`config.mk`:
```
export PLATFORM = sky130hd
export DESIGN_NAME = imem_boot_loader
export DESIGN_NICKNAME = d
export VERILOG_FILES = /design/src/rtl/imem_boot_loader.sv
export SDC_FILE = /design/constraint.sdc
export NUM_CORES = 1
export LEC_CHECK = 0
export BUFFER_PORTS_ARGS = -buffer_cell sky130_fd_sc_hd__buf_2
export CORE_UTILIZATION = 25
export DETAILED_ROUTE_END_ITERATION = 12
export PLACE_DENSITY = 0.45
export SLEW_MARGIN = 5
export SYNTH_ARGS = -nofsm -noshare
export SYNTH_HDL_FRONTEND = slang
export SYNTH_SLANG_ARGS = --single-unit
```
`constraint.sdc`:
```
create_clock -name clk -period 2.2 [get_ports clk]
set_input_delay 0.11 -clock clk [delete_from_list [all_inputs] [get_ports clk]]
set_output_delay 0.11 -clock clk [all_outputs]
set_load 0.03 [all_outputs]
```
`src/rtl/imem_boot_loader.sv`:
```
// -----------------------------------------------------------------------------
// imem_boot_loader
//
// Synthesizable boot path for the pipelined core. It takes a length-prefixed
// byte stream and writes the image into instruction memory through the
// memory's write port. When the image is complete it releases the core
// through resetpc.
//
// Stream format:
//   byte 0 : len[7:0]
//   byte 1 : len[15:8]
//   then 4*len bytes, one 32-bit word per four bytes, least significant first.
//   Words go to byte addresses 0, 4, 8, ...
//
// Ports:
//   clk       in   system clock, all state on rising edge
//   reset     in   asynchronous active-low reset
//   rx_valid  in   rx_data holds a valid byte
//   rx_data   in   incoming byte
//   rx_ready  out  loader accepts a byte this cycle (transfer = rx_valid & rx_ready)
//   reload    in   synchronous pulse: drop current image, hold core, restart
//   we0       out  instruction-memory write enable, one-cycle pulse per word
//   wr_addr0  out  byte address of the write (always word aligned)
//   wr_din0   out  instruction word to write
//   resetpc   out  0 = core held at PC reset, 1 = core runs
//   done      out  image fully written, core released
//   error     out  header length exceeded DEPTH_WORDS
//
// State table:
//   S_LEN_LO | waiting for the low length byte
//   S_LEN_HI | waiting for the high length byte, then decide DATA/RUN/ERR
//   S_DATA   | collecting the four bytes of the current word
//   S_WRITE  | one-cycle write of the assembled word
//   S_RUN    | image complete, core released, stream ignored
//   S_ERR    | header too long, core held, no writes, stream ignored
// -----------------------------------------------------------------------------
module imem_boot_loader #(
    parameter int ADDR_W      = 9,
    parameter int DEPTH_WORDS = 128
) (
    input  logic              clk,
    input  logic              reset,
    input  logic              rx_valid,
    input  logic [7:0]        rx_data,
    output logic              rx_ready,
    input  logic              reload,
    output logic              we0,
    output logic [ADDR_W-1:0] wr_addr0,
    output logic [31:0]       wr_din0,
    output logic              resetpc,
    output logic              done,
    output logic              error
);

    typedef enum logic [2:0] {
        S_LEN_LO = 3'd0,
        S_LEN_HI = 3'd1,
        S_DATA   = 3'd2,
        S_WRITE  = 3'd3,
        S_RUN    = 3'd4,
        S_ERR    = 3'd5
    } state_t;

    state_t            state_q, state_d;
    logic [15:0]       len_q, len_d;
    logic [15:0]       word_idx_q, word_idx_d;
    logic [1:0]        byte_cnt_q, byte_cnt_d;
    // Only the first three bytes of a word are buffered; the fourth byte goes
    // straight into the write-data register together with them.
    logic [23:0]       lane_q, lane_d;
    logic [ADDR_W-1:0] addr_q, addr_d;
    logic [31:0]       din_q, din_d;

    logic              receiving;
    logic              xfer;
    logic              we_c;
    logic [15:0]       hdr_len;

    assign receiving = (state_q == S_LEN_LO) || (state_q == S_LEN_HI) || (state_q == S_DATA);

    // rx_ready is forced low while reset is held (the state register already
    // sits at S_LEN_LO then) and during a reload cycle, so a byte offered
    // together with reload is never consumed.
    assign rx_ready = receiving & reset & ~reload;
    assign xfer     = rx_valid & rx_ready;

    // -------------------------------------------------------------------------
    // Next-state / datapath logic
    // -------------------------------------------------------------------------
    always_comb begin
        state_d    = state_q;
        len_d      = len_q;
        word_idx_d = word_idx_q;
        byte_cnt_d = byte_cnt_q;
        lane_d     = lane_q;
        addr_d     = addr_q;
        din_d      = din_q;
        we_c       = 1'b0;
        hdr_len    = {rx_data, len_q[7:0]};

        if (reload) begin
            // Pending word (if in S_WRITE) is dropped: we_c stays low.
            state_d    = S_LEN_LO;
            len_d      = 16'd0;
            word_idx_d = 16'd0;
            byte_cnt_d = 2'd0;
            lane_d     = 24'd0;
        end else begin
            case (state_q)
                S_LEN_LO: begin
                    if (xfer) begin
                        len_d[7:0] = rx_data;
                        state_d    = S_LEN_HI;
                    end
                end

                S_LEN_HI: begin
                    if (xfer) begin
                        len_d[15:8] = rx_data;
                        if (hdr_len == 16'd0) begin
                            state_d = S_RUN;
                        end else if (hdr_len > 16'(DEPTH_WORDS)) begin
                            state_d = S_ERR;
                        end else begin
                            state_d = S_DATA;
                        end
                    end
                end

                S_DATA: begin
                    if (xfer) begin
                        case (byte_cnt_q)
                            2'd0: lane_d[7:0]   = rx_data;
                            2'd1: lane_d[15:8]  = rx_data;
                            2'd2: lane_d[23:16] = rx_data;
                            default: begin
                                din_d   = {rx_data, lane_q};
                                addr_d  = {word_idx_q[ADDR_W-3:0], 2'b00};
                                state_d = S_WRITE;
                            end
                        endcase
                        // Wraps 3 -> 0 on the last byte of the word.
                        byte_cnt_d = byte_cnt_q + 2'd1;
                    end
                end

                S_WRITE: begin
                    we_c       = 1'b1;
                    word_idx_d = word_idx_q + 16'd1;
                    if ((word_idx_q + 16'd1) == len_q) begin
                        state_d = S_RUN;
                    end else begin
                        state_d = S_DATA;
                    end
                end

                S_RUN: begin
                    state_d = S_RUN;
                end

                S_ERR: begin
                    state_d = S_ERR;
                end

                default: begin
                    state_d = S_LEN_LO;
                end
            endcase
        end
    end

    // -------------------------------------------------------------------------
    // State register
    // -------------------------------------------------------------------------
    always_ff @(posedge clk or negedge reset) begin
        if (!reset) begin
            state_q    <= S_LEN_LO;
            len_q      <= 16'd0;
            word_idx_q <= 16'd0;
            byte_cnt_q <= 2'd0;
            lane_q     <= 24'd0;
            addr_q     <= '0;
            din_q      <= 32'd0;
        end else begin
            state_q    <= state_d;
            len_q      <= len_d;
            word_idx_q <= word_idx_d;
            byte_cnt_q <= byte_cnt_d;
            lane_q     <= lane_d;
            addr_q     <= addr_d;
            din_q      <= din_d;
        end
    end

    // -------------------------------------------------------------------------
    // Outputs
    // -------------------------------------------------------------------------
    assign we0      = we_c;
    assign wr_addr0 = addr_q;
    assign wr_din0  = din_q;
    assign resetpc  = (state_q == S_RUN);
    assign done     = (state_q == S_RUN);
    assign error    = (state_q == S_ERR);

endmodule

```
Word level (Yosys, flattened, before mapping)
Index checks and enable logic that the tools add are counted.
{"block": "word_totals", "regBits": 100, "latch_bits": 0, "mem_bits_rw": 0, "rom_bits": 0, "inputBits": 12, "output_inout_bits": 46, "elab_cells": 78, "n_memories": 0}
{"block": "op_classes", "n_addsub": 2, "mul": 0, "div_mod_pow": 0, "order_cmp": 1, "eq_ne": 12, "shifts": 0, "muxes": 26, "bitwise": 5, "reduce_logical": 22}
{"op": "$mux W24", "n": 3}
{"op": "$mux W16", "n": 3}
{"op": "$mux W8", "n": 6}
{"op": "$mux W3", "n": 8}
{"op": "$pmux W3 S6", "n": 1}
{"op": "$add A16 B1 Y16 const B", "n": 1}
{"op": "$eq A16 B16 Y1", "n": 1}
{"op": "$gt A16 B8 Y1 const B", "n": 1}
{"op": "$logic_not A16 Y1", "n": 1}
{"op": "$reduce_bool A2 Y1", "n": 8}
{"op": "$ne A3 B3 Y1 const B", "n": 4}
{"op": "$reduce_and A3 Y1", "n": 3}
{"op": "$reduce_and A4 Y1", "n": 2}
{"op": "$eq A3 B2 Y1 const B", "n": 2}
{"op": "$eq A3 B3 Y1 const B", "n": 2}
{"op": "$mux W2", "n": 3}
{"op": "$reduce_and A2 Y1", "n": 3}
{"op": "$and A1 B1 Y1", "n": 3}
{"op": "$eq A3 B1 Y1 const B", "n": 1}
{"op": "$logic_not A3 Y1", "n": 1}
{"op": "$reduce_or A3 Y1", "n": 1}
{"op": "$add A2 B1 Y2 const B", "n": 1}
{"op": "$eq A2 B1 Y1 const B", "n": 1}
{"op": "$eq A2 B2 Y1 const B", "n": 1}
{"op": "4 further kinds", "n": 7}

Logic depth before layout (Yosys ltp)
{"block": "depth", "word_depth": 9, "mapped_depth": 7, "mapped_depth_nobuf": 7}

Worst setup path before layout
Ideal clock, no wire load.
{"block": "synth_timing", "kind": "flip-flop to flip-flop", "start": "register word_idx_q[1]", "end": "register state_q[2]", "setup_time_ns": 0.104, "t_arrival_ns": 2.165, "t_required_ns": 2.096, "path_slack_ns": -0.068, "path_stages_with_launch": 8, "path_buffers": 0, "period_less_slack_ns": 2.268, "cell_sequence": "dfrtp_1 > ha_1 > nand2_1 > or3_1 > a21oi_1 > o211ai_1 > or4_1 > o41ai_2"}
{"block": "synth_between", "elab_chain_len": 5}
{"element": "start: declaration", "line_no": "66", "text": "logic [15:0] word_idx_q, word_idx_d;"}
{"element": "start signal: assignment", "line_no": "187", "text": "word_idx_q <= word_idx_d;"}
{"element": "$add A16 B1 Y16", "line_no": "150", "text": "if ((word_idx_q + 16'd1) == len_q) begin"}
{"element": "$eq A16 B16 Y1", "line_no": "150"}
{"element": "$mux W3", "line_no": "150"}
{"element": "$pmux W3 S6", "line_no": "109", "text": "case (state_q)"}
{"element": "$mux W3", "line_no": "101", "text": "if (reload) begin"}
{"element": "end signal: assignment", "line_no": "185", "text": "state_q <= state_d;"}
{"element": "end: declaration", "line_no": "64", "text": "state_t state_q, state_d;"}
No other way between the ends.
A chain may end at the register's enable or synchronous reset.

Worst setup path after layout
{"block": "layout_timing", "start": "register word_idx_q[0]", "end": "register state_q[2]"}
Same word-level chain as after synthesis.

==> metrics.md <==
| Metric | Value |
|---|---|
| Final Hold Fails | 0 |
| Post-synth cell types | 53 |
| CTS max path bufs | 2 |
| Top_reg_cell synth | dfrtp_1 |
| Int Pwr | 2.96 mW |
| Worst R2R Setup Slack | -0.06 ns |
| Yosys warnings | 0 |
| WS Path Type | reg2reg |
| Syn Inst Count | 478 |
| Fin crit share | 103% |
| Clock skew | 0.00663 ns |
| Crit end category | flop |
| Fmax | 0.442 GHz |
| Layout cells sized above 1 | 29.2% |
| Adder-Cell Fraction of Synth Area | 1.28% |
| Largest family of logic cells by synthesized area | simple AND/OR/NAND/NOR gates |
| Initial antenna violation count | 1 |
| Chip width | 142 um |
| RSZ-0062 raised after global routing | true |
| Fill count | 2021 |
| Num CTS Buffers | 9 |
| Row count | 50 |
| Run status | complete, but fails checks |
| Xor and xnor area share after synthesis | 6.43% |
| Gr ovfl total | 0 |
| Failing checks | setup timing |
| CTS tree | yes |
| Power density over the cells | 646 nW/um^2 |
| Area of the die | 20100 sq um |
| Crit-path leading delay family | simple AND/OR/NAND/NOR gates |
| Synthesized area per cell | 10.2 sq um |
| # setup viols final | 1 |
| CP required | 2.45 ns |
| Antenna viol nets, final | 0 |
| Pin slew with the least headroom to its limit | 0.743 ns |
| Total of max-cap violations | 0 |
| Leakage power | 2.72 nW |
| Async set-reset flop share out of synthesis | 100% |
| Vias in the first global route | 3814 |
| DRC errors left | 0 |
| GPL Wtd Cong | 0.853 |
| Final WL | 13.3 mm |
| Vias per cell | 4.65 |
| Worst Slack Setup Final | -0.0627 ns |
| Largest stage delay on the critical path | 0.54 ns |
| Pin count of the biggest net entering global routing | 57 |
| Most common cell after layout, fill and taps aside | dfrtp_1 |
| First-pass GRT wire length | 21.2 mm |
| Sw Ratio | 23.8% |
| Simple-Gate Fraction of Synth Area | 18.7% |
| IO Pins | 58 |
| Nets | 567 |
| Most frequent cells in the layout | dfrtp_1, nand2_1, buf_2 |
| Synth Register Bits | 100 |
| Clk pwr share | 46.5% |
| Die H | 142 um |
| Number of flops mapped to enable cells by yosys | 0 |
| Core ar. | 18900 sq um |
| Cells along the critical path | ha_4 > nand3_4 > or4_1 > o211ai_1 > o211ai_1 > or4_1 > o41ai_2 |
| Share of power burned in registers | 48.0% |
| Multiplexer share of the synthesized area | 9.23% |
| Startpoint types | flop |
| Rel. slew slack | 50.4% |
| Clk_lat worst skew | 0.35 ns |
| Clock slew at the register clock pins of the worst setup and hold paths | 0.07 ns |
| DR WL/cell | 16.3 um |
| Initial Utilization | 25.8% |
| Sequential area share after synthesis | 51.3% |
| Total negative slack | -0.0627 ns |
| Minimum clock period | 2.26 ns |
| 1st-iter DRT viols | 217 |
| Sink Count | 100 |
| Logic pwr share | 5.5% |
| Compound-Gate Fraction of Synth Area | 8.89% |
| Post-synthesis cell area | 4880 sq um |
| I/O Buffers | 55 |
| Maximum vdd drop | 0.359 mV |
| Arrival time at the worst endpoint | 2.51 ns |
| Hold WC Path Type | in2reg |
| GRT Util Overall | 14.0% |
| Psw | 923 uW |
| Placed insts | 798 |
| Fin cells | 816 |
| TritonRoute pass-1 iters | 4 |
| Root Driver | clkbuf_16 |
| H-tree depth | 3 |
| Slew Viols, Final | 0 |
| DPL Wire Length | 9.37 mm |
| Area grow syn2layout | 23.0% |
| Buffers & Inverters on Critical Path | 0 |
| Vias | 3796 |
| Critical Path Slowest Stage Cell | or4_1 |
| CP max FO | 6 |
[registers in the layout, summed over array words and instances, names as in the netlist]
| name | cells |
|---|---|
| word_idx_q | 16 |
| len_q | 16 |
| byte_cnt_q | 2 |
| state_q | 3 |
| wr_addr0 | 7 |
| lane_q | 24 |
| wr_din0 | 32 |
[power by group through the flow]
stage | clock network [mW] | registers, mW | logic, mW
after floorplan | 0 | 1.90 | 0.0968
after global placement | 0 | 1.90 | 0.211
after detailed placement | 0 | 1.90 | 0.213
after CTS | 1.87 | 1.86 | 0.215
after global routing | 1.92 | 1.86 | 0.237
final | 1.81 | 1.86 | 0.212
[cells by family after synthesis]
family | count (synthesis)
other cells | 1
buf+inv | 39
mux | 40
compound gates | 74
xor+xnor | 35
simple gates | 184
flops | 100
fa+ha+maj | 5
[what timing repair did]
action                                  4_1_cts  5_1_grt
pin swaps                                     0        1
gates resized for setup                       5        3
buffers inserted                              0        0
hold endpoints to repair                     44        0
hold buffers                                  1        0
endpoints found under the setup margin        1        2
[worst reg2reg max path, cell delays in order, from the launching register on]
cell and delay, ns:
dfrtp_1 0.40, ha_4 0.18, nand3_4 0.09, or4_1 0.54, o211ai_1 0.12, o211ai_1 0.16
or4_1 0.46, o41ai_2 0.23
[cell usage after synthesis, types with 3 or more instances]
master	n	area (sq um)
mux2_1	5	56.3
nor4_1	4	25.0
dfrtp_1	100	2500
nand3_1	45	225
buf_4	4	30.0
or4_1	5	37.5
ha_1	5	62.6
nand3b_1	4	30.0
and3_1	4	25.0
buf_2	6	30.0
nor2_1	30	113
clkbuf_1	18	67.6
nand2b_1	4	25.0
a21oi_1	48	240
inv_1	5	18.8
nand2_1	63	236
xor2_1	14	123
xnor2_1	20	175
o21ai_0	7	35.0
nand4_1	4	25.0
a31oi_1	3	18.8
nor3_1	6	30.0
o211ai_1	4	30.0
buf_6	3	33.8
mux2_2	35	394
[layer usage]
layer	wire [um]	vias up	GRT usage (%)
li1	-	1806	-
met1	6190	1888	18.2
met2	6200	87	22.7
met3	623	15	3.78
met4	275	0	4.36
met5	0	-	0
[layout make-up]
type / count / area (sq um) / share of cell area (%)
clock buffer: 10 / 239 / 3.98
tap: 260 / 325 / 5.42
timing repair buffer: 94 / 586 / 9.75
inverter: 5 / 18.8 / 0.313
clock inverter: 6 / 105 / 1.75
multi-input combinational: 340 / 2220 / 37.0
sequential: 100 / 2510 / 41.8
antenna: 1 / 2.50 / 0.0417
[metrics by stage]
step / hold slack (ns) / total power [mW] / setup WS, ns / utilization (%) / area, sq um
after floorplan: -0.186 / 1.99 / -0.0250 / - / 4890
after global placement: 0.303 / 2.11 / 0.00713 / 29.7 / 5620
after detailed placement: 0.312 / 2.11 / -0.0855 / 29.7 / 5620
after CTS: 0.0837 / 3.95 / -0.0555 / 31.7 / 5990
after global routing: 0.0921 / 4.02 / -0.130 / 31.8 / 6000
final: 0.0932 / 3.88 / -0.0627 / 31.8 / 6000
[path summary, 6_finish.rpt]
path | from | to | cells after the start
min | rx_data[0] | len_q[8]$_DFFE_PN0P_ | 3
min reg2reg | wr_din0[25]$_DFFE_PN0P_ | wr_din0[25]$_DFFE_PN0P_ | 1
max in group asynchronous | reset | word_idx_q[11]$_DFFE_PN0P_ | 3
max | word_idx_q[0]$_DFFE_PN0P_ | state_q[2]$_DFFE_PN0P_ | 7
min in group asynchronous | reset | len_q[7]$_DFFE_PN0P_ | 3
max reg2reg | word_idx_q[0]$_DFFE_PN0P_ | state_q[2]$_DFFE_PN0P_ | 7
No activity file was read; power rests on OpenSTA's default activity.
